`config.mk`:
```
export PLATFORM = sky130hd
export DESIGN_NAME = conv_out_seq
export DESIGN_NICKNAME = d
export VERILOG_FILES = /design/src/rtl/conv_out_seq.sv
export SDC_FILE = /design/constraint.sdc
export NUM_CORES = 1
export LEC_CHECK = 0
export ABC_AREA = 0
export CAP_MARGIN = 20
export CORE_AREA = 2 2 46 48
export DETAILED_ROUTE_END_ITERATION = 10
export DIE_AREA = 0 0 48 50
export PLACE_DENSITY = 0.79
export SETUP_SLACK_MARGIN = 0.4
export SYNTH_ARGS = -nofsm -noshare
export SYNTH_HDL_FRONTEND = slang
export SYNTH_SLANG_ARGS = --single-unit
```
`constraint.sdc`:
```
create_clock -name clk -period 2.5 [get_ports clk]
set_input_delay 0.375 -clock clk [delete_from_list [all_inputs] [get_ports clk]]
set_output_delay 0.375 -clock clk [all_outputs]
set_load 0.02 [all_outputs]
```
`src/rtl/conv_out_seq.sv`:
```
// Output sequencer for conv layers: queues delayed group-complete pulses, then streams
// one channel per cycle from the output buffer under downstream backpressure.
module conv_out_seq #(
  parameter int DELAY        = 2,
  parameter int NUM_CH       = 8,
  parameter int PEND_DEPTH   = 4,
  parameter int FRAME_GROUPS = 16,
  localparam int CW = (NUM_CH > 1) ? $clog2(NUM_CH) : 1,
  localparam int PW = $clog2(PEND_DEPTH + 1)
) (
  input  logic          clk,
  input  logic          rst,
  input  logic          in_valid,
  input  logic          out_ready,
  output logic          read_en,
  output logic [CW-1:0] rd_ch,
  output logic          output_valid,
  output logic [CW-1:0] out_ch,
  output logic          out_last_ch,
  output logic          out_last_frame,
  output logic [PW-1:0] pend_cnt,
  output logic          busy,
  output logic          overflow
);

  localparam int FW = (FRAME_GROUPS > 1) ? $clog2(FRAME_GROUPS) : 1;

  typedef enum logic {IDLE, READ} state_e;

  typedef struct packed {
    logic          vld;
    logic [CW-1:0] ch;
    logic          last_ch;
    logic          last_frame;
  } beat_t;

  logic [DELAY-1:0] dly_q, dly_d;
  state_e           state_q, state_d;
  logic [CW-1:0]    ch_q, ch_d;
  logic [FW-1:0]    frm_q, frm_d;
  logic [PW-1:0]    pend_q, pend_d;
  logic             ovf_q, ovf_d;
  beat_t            beat_q, beat_d;

  logic arrive, free, rd, grp_done, ch_last, frm_last;

  generate
    if (DELAY == 1) begin : g_dly1
      assign dly_d = in_valid;
    end else begin : g_dlyn
      assign dly_d = {dly_q[DELAY-2:0], in_valid};
    end
  endgenerate

  assign arrive   = dly_q[DELAY-1];
  assign free     = !beat_q.vld || out_ready;
  assign ch_last  = (ch_q == CW'(NUM_CH - 1));
  assign frm_last = (frm_q == FW'(FRAME_GROUPS - 1));
  assign rd       = (state_q == READ) && free;
  assign grp_done = rd && ch_last;

  // A finished group keeps READ only if another queued group (or one landing now) remains.
  always_comb begin
    state_d = state_q;
    case (state_q)
      IDLE:    if (pend_q != '0 || arrive) state_d = READ;
      READ:    if (grp_done && !(pend_q > PW'(1) || arrive)) state_d = IDLE;
      default: state_d = IDLE;
    endcase
  end

  always_comb begin
    ch_d  = ch_q;
    frm_d = frm_q;
    if (rd) ch_d = ch_last ? '0 : ch_q + 1'b1;
    if (grp_done) frm_d = frm_last ? '0 : frm_q + 1'b1;
  end

  // Arrival and completion together leave the count unchanged, even when full.
  always_comb begin
    pend_d = pend_q;
    ovf_d  = ovf_q;
    case ({arrive, grp_done})
      2'b10: begin
        if (pend_q == PW'(PEND_DEPTH)) ovf_d = 1'b1;
        else                           pend_d = pend_q + 1'b1;
      end
      2'b01:   pend_d = pend_q - 1'b1;
      default: pend_d = pend_q;
    endcase
  end

  always_comb begin
    beat_d = beat_q;
    if (rd) begin
      beat_d.vld        = 1'b1;
      beat_d.ch         = ch_q;
      beat_d.last_ch    = ch_last;
      beat_d.last_frame = ch_last && frm_last;
    end else if (out_ready) begin
      beat_d.vld = 1'b0;
    end
  end

  always_ff @(posedge clk) begin
    if (!rst) begin
      dly_q   <= '0;
      state_q <= IDLE;
      ch_q    <= '0;
      frm_q   <= '0;
      pend_q  <= '0;
      ovf_q   <= 1'b0;
      beat_q  <= '0;
    end else begin
      dly_q   <= dly_d;
      state_q <= state_d;
      ch_q    <= ch_d;
      frm_q   <= frm_d;
      pend_q  <= pend_d;
      ovf_q   <= ovf_d;
      beat_q  <= beat_d;
    end
  end

  assign read_en        = rd;
  assign rd_ch          = ch_q;
  assign output_valid   = beat_q.vld;
  assign out_ch         = beat_q.ch;
  assign out_last_ch    = beat_q.last_ch;
  assign out_last_frame = beat_q.last_frame;
  assign pend_cnt       = pend_q;
  assign overflow       = ovf_q;
  assign busy           = (|dly_q) || (pend_q != '0) || (state_q == READ) || beat_q.vld;

endmodule

```
==> key figures, run 1 <==
Clock tree
  • Later-pin clock latency in the skew report: 0.31 ns
  • Sink Count: 20
  • Postcts setup bufs: 0
  • Root Buffer: clkbuf_4
  • Depth of the CTS H-tree: 1
  • Worst-case clock buffer depth: 2
  • CTS buffer count: 3
  • Hold buffer count at CTS: 0
  • Clock transition at path regs: 0.12 ns
  • TritonCTS clock tree: done

Routing
  • WL/cell: 12.4 microns
  • Vias after detailed routing: 829
  • Post-route ant nets: 0
  • Remaining routing DRC violations: 0
  • DR vias/cell: 5.38
  • DR pass1 iterations: 5
  • First DRT Iteration DRCs: 8
  • Routed WL: 1.90 mm

Critical path
  • Max incr delay on CP: 0.38 ns
  • Crit Path Category: reg2out
  • Crit path arrival time: 1.60 ns
  • Req. time, crit path: 2.12 ns
  • Critical Path Fanout Max: 5
  • Critical path cell sequence: inv_1 -> ha_2 -> nand2_1 -> or4_1 -> clkbuf_2
  • Startpoint Class: flip-flop
  • Crit path max-delay cell type: or4_1
  • Worst Setup End Kind: primary output

Global routing
  • Total gr overflow: 0
  • First-pass GRT wire length: 3.21 mm
  • Vias in the first global route: 759
  • Initial antenna violation count: 0
  • Tot GR Track Use: 18.4%
  • Largest net degree at the start of global routing: 15

Yosys
  • Distinct cells, synth: 34
  • Synth Register Bits: 20
  • Yosys top cell by area: dfxtp_1
  • Area contributors post-synth: dfxtp_1 41%, ha_1 9.0%, nand2_1 7.7%, a21boi_0 6.9%, and2_1 3.2%
  • Syn Inst Count: 107
  • Syn_nets: 118
  • Post-synthesis sequential area ratio: 41.1%
  • Post-Syn Area: 973 sq um
  • Synth Area per Inst: 9.10 sq um
  • YS warnings: 0
  • Top cell type's share of synthesized area: 41.1%

Floorplanning
  • FP Rows: 16
  • Die area: 2400 sq um
  • Die H: 50 microns
  • Initial core utilization: 51.2%
  • Die Wd: 48 microns
  • IO Pins: 19
  • Core footprint: 1900 sq um

Run
  • Max-Cap Viols: 0

Final layout
  • Ant. Diodes: 0
  • Most frequent cells in the layout: 20 x nand2_1, 20 x dfxtp_1, 16 x clkdlybuf4s50_1, 9 x a21boi_0, 6 x ha_1
  • Reg area: 400 sq um
  • Area of the multi-input gates: 522 sq um
  • Nets@finish: 139
  • Synthesis-to-finish area growth: 25.7%
  • Share of layout cells above drive strength 1: 8.66%
  • FILL cells: 174

Power and ir drop
  • Leak: 0.494 nW
  • Power per cell area: 556 nW/um^2
  • VDD IR max: 0.000584 V

Timing
  • Final Cycle Share: 79.1%
  • RSZ-0062 raised after global routing: no
  • Setup Viol. Count Final: 0
  • Min cycle time layout: 1.98 ns
  • Fmax: 0.506 GHz
  • Worst Max-Slew Pin Slew: 0.305 ns
  • Final count of hold timing violations: 0
  • Rel. slew slack: 79.6%
  • Fin Setup TNS: 0 ns
  • Clk_skew: 0.00899 ns
  • Final slew viol count: 0
  • Post-route setup slack: 0.523 ns

Place
  • Routability-driven placement congestion ratio: 0.762
  • Post-DP HPWL: 1.41 mm
  • Port Buffer Count: 18
  • Pre-CTS setup slack: 0.327 ns

Status
  • Status: finished clean

Min path
  • Hold crit path type: reg2reg
[per-layer routing]
layer / part of all wire [%] / wire [microns] / track usage (%) / vias to the layer above
met5: 0 / 0 / 0 / -
met4: 1.3 / 25 / 5.86 / 0
met3: 5.1 / 97 / 7.33 / 5
met2: 52 / 981 / 29.8 / 26
met1: 42 / 798 / 21.3 / 385
li1: - / - / - / 413
[power breakdown]
| part | switching, mW | total, mW | internal, mW |
|---|---|---|---|
| clock network | 0.104 | 0.266 | 0.162 |
| registers | 0.00921 | 0.337 | 0.327 |
| logic | 0.0412 | 0.0773 | 0.0362 |
| total | 0.154 | 0.680 | 0.526 |
[timing repair]
action	in CTS	in global routing
endpoints found under the setup margin	2	1
gates resized for setup	2	3
cloned	0	0
[layout make-up]
| class | instances | share of cell area [%] |
|---|---|---|
| Tap cell | 27 | 2.76 |
| Clock inverter | 1 | 2.45 |
| Timing Repair Buffer | 21 | 16.1 |
| Inverter | 5 | 1.53 |
| Multi-Input combinational cell | 77 | 42.6 |
| Sequential cell | 20 | 32.7 |
| Clock buffer | 3 | 1.84 |
[flip-flops by register name, indices dropped and copies added (netlist names)]
register and cells:
out_last_ch 1, state_q 1, out_ch 3, dly_q 2, frm_q 4, out_last_frame 1, output_valid 1, rd_ch 3
overflow 1, pend_cnt 3
[synthesized netlist by cell type]
| cell type | instances |
|---|---|
| and3b_1 | 2 |
| clkbuf_1 | 2 |
| or3_1 | 1 |
| buf_2 | 1 |
| nand3_1 | 3 |
| nand3b_1 | 1 |
| a21boi_0 | 9 |
| nand2b_1 | 2 |
| o21ai_0 | 1 |
| a31oi_1 | 3 |
| a22o_1 | 2 |
| nor2_1 | 2 |
| nand2_1 | 20 |
| a32oi_1 | 1 |
| or4_1 | 1 |
| mux2i_1 | 1 |
| and4b_1 | 1 |
| buf_6 | 2 |
| ha_1 | 7 |
| a32o_1 | 1 |
| o22ai_1 | 1 |
| o2111ai_1 | 1 |
| nand2_2 | 1 |
| nand4_1 | 1 |
| and2_1 | 5 |
| dfxtp_1 | 20 |
| a21boi_1 | 1 |
| a41oi_1 | 1 |
| nor2b_1 | 1 |
| nand2_4 | 1 |
| and3_1 | 4 |
| inv_1 | 4 |
| clkinv_1 | 1 |
| xnor2_1 | 2 |
[worst paths after layout]
kind | start | to | slack, ns | cells after the start
worst min-delay path | out_ch[1] | out_ch[1] | 0.47 | 2
worst max-delay path | pend_cnt[1] | busy | 0.52 | 5
worst min register to register | out_ch[1] | out_ch[1] | 0.47 | 2
worst max register to register | rd_ch[0] | pend_cnt[1] | 0.75 | 6
[per-stage QoR]
step / utilization (%) / std cells / cell area (sq um) / total power, mW / hold slack, ns
2_1_floorplan: - / 107 / 973 / 0.390 / 0.422
4_1_cts: 64.4 / 154 / 1220 / 0.685 / 0.477
3_3_place_gp: 61.8 / 150 / 1170 / 0.423 / 0.433
6_report: 64.3 / 154 / 1220 / 0.680 / 0.470
3_5_place_dp: 61.8 / 150 / 1170 / 0.425 / 0.456
5_1_grt: 64.3 / 154 / 1220 / 0.711 / 0.508
[worst max-delay path, delay by kind of cell (launching register included)]
kind	cells	cell delay, ns
simple gates	2	0.45
fa+ha+maj	1	0.21
flops	1	0.37
buf+inv	2	0.27
[cell families (layout without fill, tap and decap cells)]
family / after synthesis / count (layout) / synth area share (%)
and+or+nand+nor: 46 / 46 / 25.2
buffers and inverters: 10 / 30 / 5.53
adders and majority gates: 7 / 7 / 9.00
AOI/OAI and AO/OA: 21 / 21 / 16.3
DFF: 20 / 20 / 41.1
xor gates and xnor gates: 2 / 2 / 1.80
muxes: 1 / 1 / 1.03
(Power assumes the default switching activity.)
==> run 2: changes to the inputs <==
CORE_AREA = 2 2 48 50   (was 2 2 46 48)
DIE_AREA = 0 0 50 52   (was 0 0 48 50)
PLACE_DENSITY = 0.74   (was 0.79)
clock period = 1.9 ns   (was 2.5 ns; I/O delays follow)
==> run 2 against run 1 <==
Effect of this change:
- worst setup slack lost 0.36 ns
- sequential share of layout area shrank 4.2 points
- flip-flop and latch count is the same
- via count grew 5.7%
- hold slack lost 0.0062 ns
- cell count grew 12%
- count of clock-buffer cells in the layout grew 1
- clock skew grew 0.0051 ns
- total power grew 15%
- highest routed layer unchanged
- global-route usage shrank 0.36 points
==> key figures, run 2 (synthesized netlist as in run 1, its figures left out) <==
Final layout
  • Design Area, Final: 1440 sq um (+18%)
  • Most flop-heavy register: frm_q
  • Synthesis-to-finish area growth: 48.1%
  • Number of flip-flops under the largest register name: 4 (unchanged)
  • FILL cells: 169 (-2.9%)
  • Final core utilization: 68.4% (+4.1 points)
  • Post-route insts no fill: 173 (+12%)
  • Share of layout cells above drive strength 1: 32.4% (+24 points)
  • Nets@finish: 157 (+13%)
  • Ant. Diodes: 0 (unchanged)
  • Most frequent cells in the layout: 20 x buf_4, 18 x nand2_1, 15 x dfxtp_1, 11 x dlygate4sd2_1, 9 x a21boi_0
  • Most common cell after layout, fill and taps aside: buf_4

Timing
  • RSZ-0062 raised after global routing: yes
  • Fmax: 0.574 GHz
  • Rel. slew slack: 79.1% (-0.48 points)
  • Final Cycle Share: 91.7%
  • Clk_skew: 0.0141 ns (+0.00508 ns)
  • Worst hold slack: 0.464 ns (-0.00620 ns)
  • Fin Setup TNS: 0 ns (unchanged)
  • Final slew viol count: 0 (unchanged)
  • Worst Max-Slew Pin Slew: 0.312 ns (+0.00715 ns)
  • Final count of hold timing violations: 0 (unchanged)
  • Min cycle time layout: 1.74 ns
  • Setup Viol. Count Final: 0 (unchanged)

Power and ir drop
  • VDD IR max: 0.000378 V (-35%)
  • Power per cell area: 545 nW/um^2 (-2.0%)
  • Leak: 0.638 nW (+29%)

Routing
  • Post-route ant nets: 0 (unchanged)
  • First DRT Iteration DRCs: 8 (unchanged)
  • DR vias/cell: 5.06 (-5.9%)
  • Remaining routing DRC violations: 0 (unchanged)
  • WL/cell: 12.7 microns (+3.0%)
  • DR pass1 iterations: 4 (-1)
  • Vias after detailed routing: 876 (+5.7%)
  • Routed WL: 2.20 mm (+16%)

Clock tree
  • Sink Count: 20 (unchanged)
  • Worst-case clock buffer depth: 2 (unchanged)
  • TritonCTS clock tree: done
  • Root Buffer: clkbuf_4
  • Clock transition at path regs: 0.11 ns (about the same)
  • CTS buffer count: 3 (unchanged)
  • Depth of the CTS H-tree: 1 (unchanged)
  • Later-pin clock latency in the skew report: 0.29 ns (-0.02 ns)

Place
  • Placed Instances: 158 (+5.3%)
  • Post-DP HPWL: 1.47 mm (+4.0%)
  • Placed cell areas: 1250 sq um (+6.8%)
  • Routability-driven placement congestion ratio: 0.753 (-1.2%)
  • Port Buffer Count: 18 (unchanged)

Global routing
  • Vias in the first global route: 849 (+12%)
  • Largest net degree at the start of global routing: 15 (unchanged)
  • First-pass GRT wire length: 3.57 mm (+11%)
  • Total gr overflow: 0 (unchanged)
  • Tot GR Track Use: 18.0% (-0.36 points)
  • Initial antenna violation count: 0 (unchanged)

Critical path
  • Buf/Inv on CP: 2 (unchanged)
  • Crit Path Category: reg2out
  • Critical Path Fanout Max: 3 (-2)
  • Worst Setup End Kind: primary output
  • Max incr delay on CP: 0.41 ns (+0.03 ns)
  • Critical path cell sequence: inv_2 -> ha_4 -> nand2_2 -> or4_4 -> buf_6
  • Crit path arrival time: 1.46 ns (-0.14 ns)
  • Crit path max-delay cell type: or4_4
  • Req. time, crit path: 1.62 ns (-0.50 ns)
  • Crit-path leading delay family: simple AND/OR/NAND/NOR gates
  • Startpoint Class: flip-flop

Floorplanning
  • Core footprint: 2110 sq um (+11%)
  • Die area: 2600 sq um (+8.3%)
  • IO Pins: 19 (unchanged)
  • FP Rows: 17 (+1)
  • Die H: 52 microns (+4.0%)
  • Initial core utilization: 46.2% (-5.0 points)
  • Die Wd: 50 microns (+4.2%)

Run
  • Max-Cap Viols: 0 (unchanged)

Status
  • Status: finished clean

Min path
  • Hold crit path type: reg2reg
## run 2: changes by cell type in the layout (fill, tap and decap cells not counted), moves of 3 or more
cell / change
buf_4: +17
dlygate4sd2_1: +10
dfxtp_1: -5
ha_4: +4
ha_1: -3
dfxtp_2: +3
clkdlybuf4s50_1: -12
## run 2: worst reg2reg max path: cells and delay by family, from the launching register on
kind	cells	cell delay [ns]
adders and majority gates	2	0.34
DFF	1	0.38
AOI/OAI and AO/OA	2	0.43
and+or+nand+nor	1	0.27
## run 2: final timing paths
check,startpoint,end,slack [ns],cells past startpoint
worst min register to register,dly_q[0],dly_q[1],0.46,1
worst min-delay path,dly_q[0],dly_q[1],0.46,1
worst max register to register,rd_ch[1],pend_cnt[1],0.39,5
worst max-delay path,pend_cnt[0],busy,0.16,5
## run 2: area by class of cell
type                       instances  area, sq um  area share (%)
sequential                        20          412            28.6
tap                               28         35.0            2.43
clock buffer                       4         26.3            1.82
multi-input combinational         77          626            43.4
timing repair buffer              39          324            22.5
inverter                           5         18.8            1.30
## run 2: what timing repair did
| action | in CTS | in global routing |
|---|---|---|
| hold buffers | 0 | 0 |
| setup buffers | 7 | 4 |
| resized for setup | 35 | 9 |
| pin swaps | 8 | 7 |
| endpoints found under the setup margin | 19 | 8 |
## run 2: routing by layer
metal  GRT usage [%]  wire length, microns
met1            20.8                  1000
met2            33.3                  1150
met3            2.59                    35
met4            6.94                    12
met5               0                     0
## run 2: power by group
group / total, mW / switching [mW] / internal (mW) / leakage [nW]
clock network: 0.199 / 0.117 / 0.0815 / 0.0150
registers: 0.440 / 0.00979 / 0.431 / 0.165
logic: 0.146 / 0.0722 / 0.0736 / 0.458
total: 0.785 / 0.200 / 0.586 / 0.638
## run 2: through the flow
stage	power [mW]	setup WS (ns)
after global placement	0.574	0.0107
after global routing	0.820	0.108
after detailed placement	0.578	0.0165
after CTS	0.783	0.157
final	0.785	0.158
after floorplan	0.518	0.410
==> run 3: changes to the inputs <==
CORE_AREA = 2 2 50 52   (was 2 2 48 50)
DIE_AREA = 0 0 52 54   (was 0 0 50 52)
PLACE_DENSITY = 0.68   (was 0.74)
==> run 3 against run 2 <==
Effect of this change:
- global-route usage down 0.69 points
- register-to-register slack worse by 0.03 ns
- count of clock-buffer cells in the layout down 1
- worst setup slack worse by 0.015 ns
- clock power up 3%
- routed wire length up 5.3%
- first-iteration DRC count up 38%
- sequential share of layout area down 0.51 points
- critical path type unchanged
- largest cell class unchanged
==> key figures, run 3 (synthesized netlist as in run 1, its figures left out) <==
Status
  • Status: finished clean

Floorplanning
  • IO Pins: 19 (unchanged)
  • Die area: 2810 sq um (+8.0%)
  • Initial core utilization: 42.0% (-4.3 points)
  • Core footprint: 2320 sq um (+10%)
  • Die H: 54 microns (+3.8%)
  • Die Wd: 52 microns (+4.0%)
  • FP Rows: 18 (+1)

Final layout
  • Nets@finish: 158 (+0.64%)
  • Share of layout cells above drive strength 1: 34.2% (+1.8 points)
  • Reg area: 412 sq um (unchanged)
  • Number of flip-flops under the largest register name: 4 (unchanged)
  • Ant. Diodes: 0 (unchanged)
  • Area of the multi-input gates: 632 sq um (+1.0%)
  • Synthesis-to-finish area growth: 50.8%
  • Most common cell after layout, fill and taps aside: buf_4
  • Most frequent cells in the layout: 19 x buf_4, 18 x nand2_1, 15 x dfxtp_1, 11 x dlygate4sd2_1, 9 x a21boi_0
  • Most flop-heavy register: frm_q
  • FILL cells: 198 (+17%)

Clock tree
  • Sink Count: 20 (unchanged)
  • Later-pin clock latency in the skew report: 0.29 ns (about the same)
  • CTS buffer count: 3 (unchanged)
  • TritonCTS clock tree: done
  • Root Buffer: clkbuf_4
  • Clock transition at path regs: 0.11 ns (about the same)
  • Hold buffer count at CTS: 0 (unchanged)
  • Depth of the CTS H-tree: 1 (unchanged)
  • Worst-case clock buffer depth: 2 (unchanged)

Routing
  • DR pass1 iterations: 4 (unchanged)
  • Routed WL: 2.32 mm (+5.3%)
  • First DRT Iteration DRCs: 11 (+3)
  • DR vias/cell: 5.17 (+2.1%)
  • Remaining routing DRC violations: 0 (unchanged)
  • Post-route ant nets: 0 (unchanged)
  • WL/cell: 13.2 microns (+3.5%)
  • Vias after detailed routing: 910 (+3.9%)

Global routing
  • Vias in the first global route: 830 (-2.2%)
  • First-pass GRT wire length: 3.53 mm (-0.98%)
  • Tot GR Track Use: 17.3% (-0.69 points)
  • Largest net degree at the start of global routing: 12 (-3)
  • Total gr overflow: 0 (unchanged)
  • Initial antenna violation count: 0 (unchanged)

Timing
  • Fmax: 0.569 GHz (-0.83%)
  • Post-route setup slack: 0.143 ns (-0.0146 ns)
  • Worst hold slack: 0.467 ns (+0.00254 ns)
  • RSZ-0062 raised after global routing: yes
  • Rel. slew slack: 85.1% (+5.9 points)
  • Final count of hold timing violations: 0 (unchanged)
  • Worst Max-Slew Pin Slew: 0.224 ns (-0.0886 ns)
  • Clk_skew: 0.000835 ns (-0.0132 ns)
  • Min cycle time layout: 1.76 ns (+0.0146 ns)
  • Setup Viol. Count Final: 0 (unchanged)
  • Final slew viol count: 0 (unchanged)
  • Fin Setup TNS: 0 ns (unchanged)
  • Final Cycle Share: 92.5% (+0.77 points)

Power and ir drop
  • Power per cell area: 544 nW/um^2 (-0.15%)
  • Leak: 0.664 nW (+4.0%)
  • VDD IR max: 0.000455 V (+20%)

Critical path
  • Critical Path Fanout Max: 2 (-1)
  • Crit path arrival time: 1.47 ns (about the same)
  • Startpoint Class: flip-flop
  • Req. time, crit path: 1.62 ns (about the same)
  • Crit Path Category: reg2out
  • Max incr delay on CP: 0.41 ns (about the same)
  • Critical path cell sequence: inv_2 -> ha_4 -> nand2_2 -> or4_4 -> buf_6
  • Worst Setup End Kind: primary output
  • Crit path max-delay cell type: or4_4

Min path
  • Hold crit path type: reg2reg

Place
  • Port Buffer Count: 18 (unchanged)
  • Pre-CTS setup slack: 0.00648 ns (-0.0100 ns)
  • Post-DP HPWL: 1.47 mm (+0.30%)
  • Routability-driven placement congestion ratio: 0.738 (-2.0%)

Run
  • Max-Cap Viols: 0 (unchanged)
[run 3: cell count changes in the layout (fill, tap and decap cells not counted), sizes merged]
cell,change
clkdlybuf4s50,-1
clkbuf,-1
buf,+1
dlymetal6s2s,+1
clkinv,+1
[run 3: final cells by class]
type | instances | area share (%)
Clock buffer | 3 | 1.53
Clock inverter | 1 | 0.256
Inverter | 5 | 1.28
Multi-Input combinational cell | 77 | 43.1
Sequential cell | 20 | 28.0
Tap cell | 30 | 2.56
Timing Repair Buffer | 40 | 23.3
[run 3: repair_timing]
item                                    CTS  global route
hold endpoints to repair                  0             0
pin swaps                                 5             8
resized for setup                        41             8
endpoints found under the setup margin   19             8
setup buffers                             7             3
[run 3: stage by stage]
step | power, mW | util (%) | instance area, sq um | instances
CTS | 0.792 | 60.5 | 1400 | 173
global route | 0.839 | 63.3 | 1470 | 176
finish | 0.798 | 63.3 | 1470 | 176
floorplan | 0.518 | - | 1000 | 107
global placement | 0.579 | 54.9 | 1270 | 162
detailed placement | 0.582 | 54.9 | 1270 | 162
[run 3: critical path: cells and delay by family (launching register included)]
kind	cells	cell delay, ns
adders and majority gates	1	0.14
buffers and inverters	2	0.22
DFF	1	0.35
and+or+nand+nor	2	0.46
[run 3: routing by layer]
layer	routed length (microns)	track usage, %
met5	0	0
met4	58	7.02
met3	47	2.50
met2	1230	31.6
met1	984	20.3
[run 3: worst paths after layout]
kind / start / endpoint / slack, ns / depth (start not counted)
max reg2reg: pend_cnt[1] / pend_cnt[1] / 0.36 / 8
max: pend_cnt[1] / busy / 0.14 / 5
min reg2reg: out_last_frame / out_last_frame / 0.47 / 2
min: out_last_frame / out_last_frame / 0.47 / 2
[run 3: power by group]
group	switching (mW)	internal (mW)	total, mW
clock	0.128	0.0764	0.204
sequential	0.0102	0.431	0.441
combinational	0.0742	0.0790	0.153
total	0.212	0.586	0.798
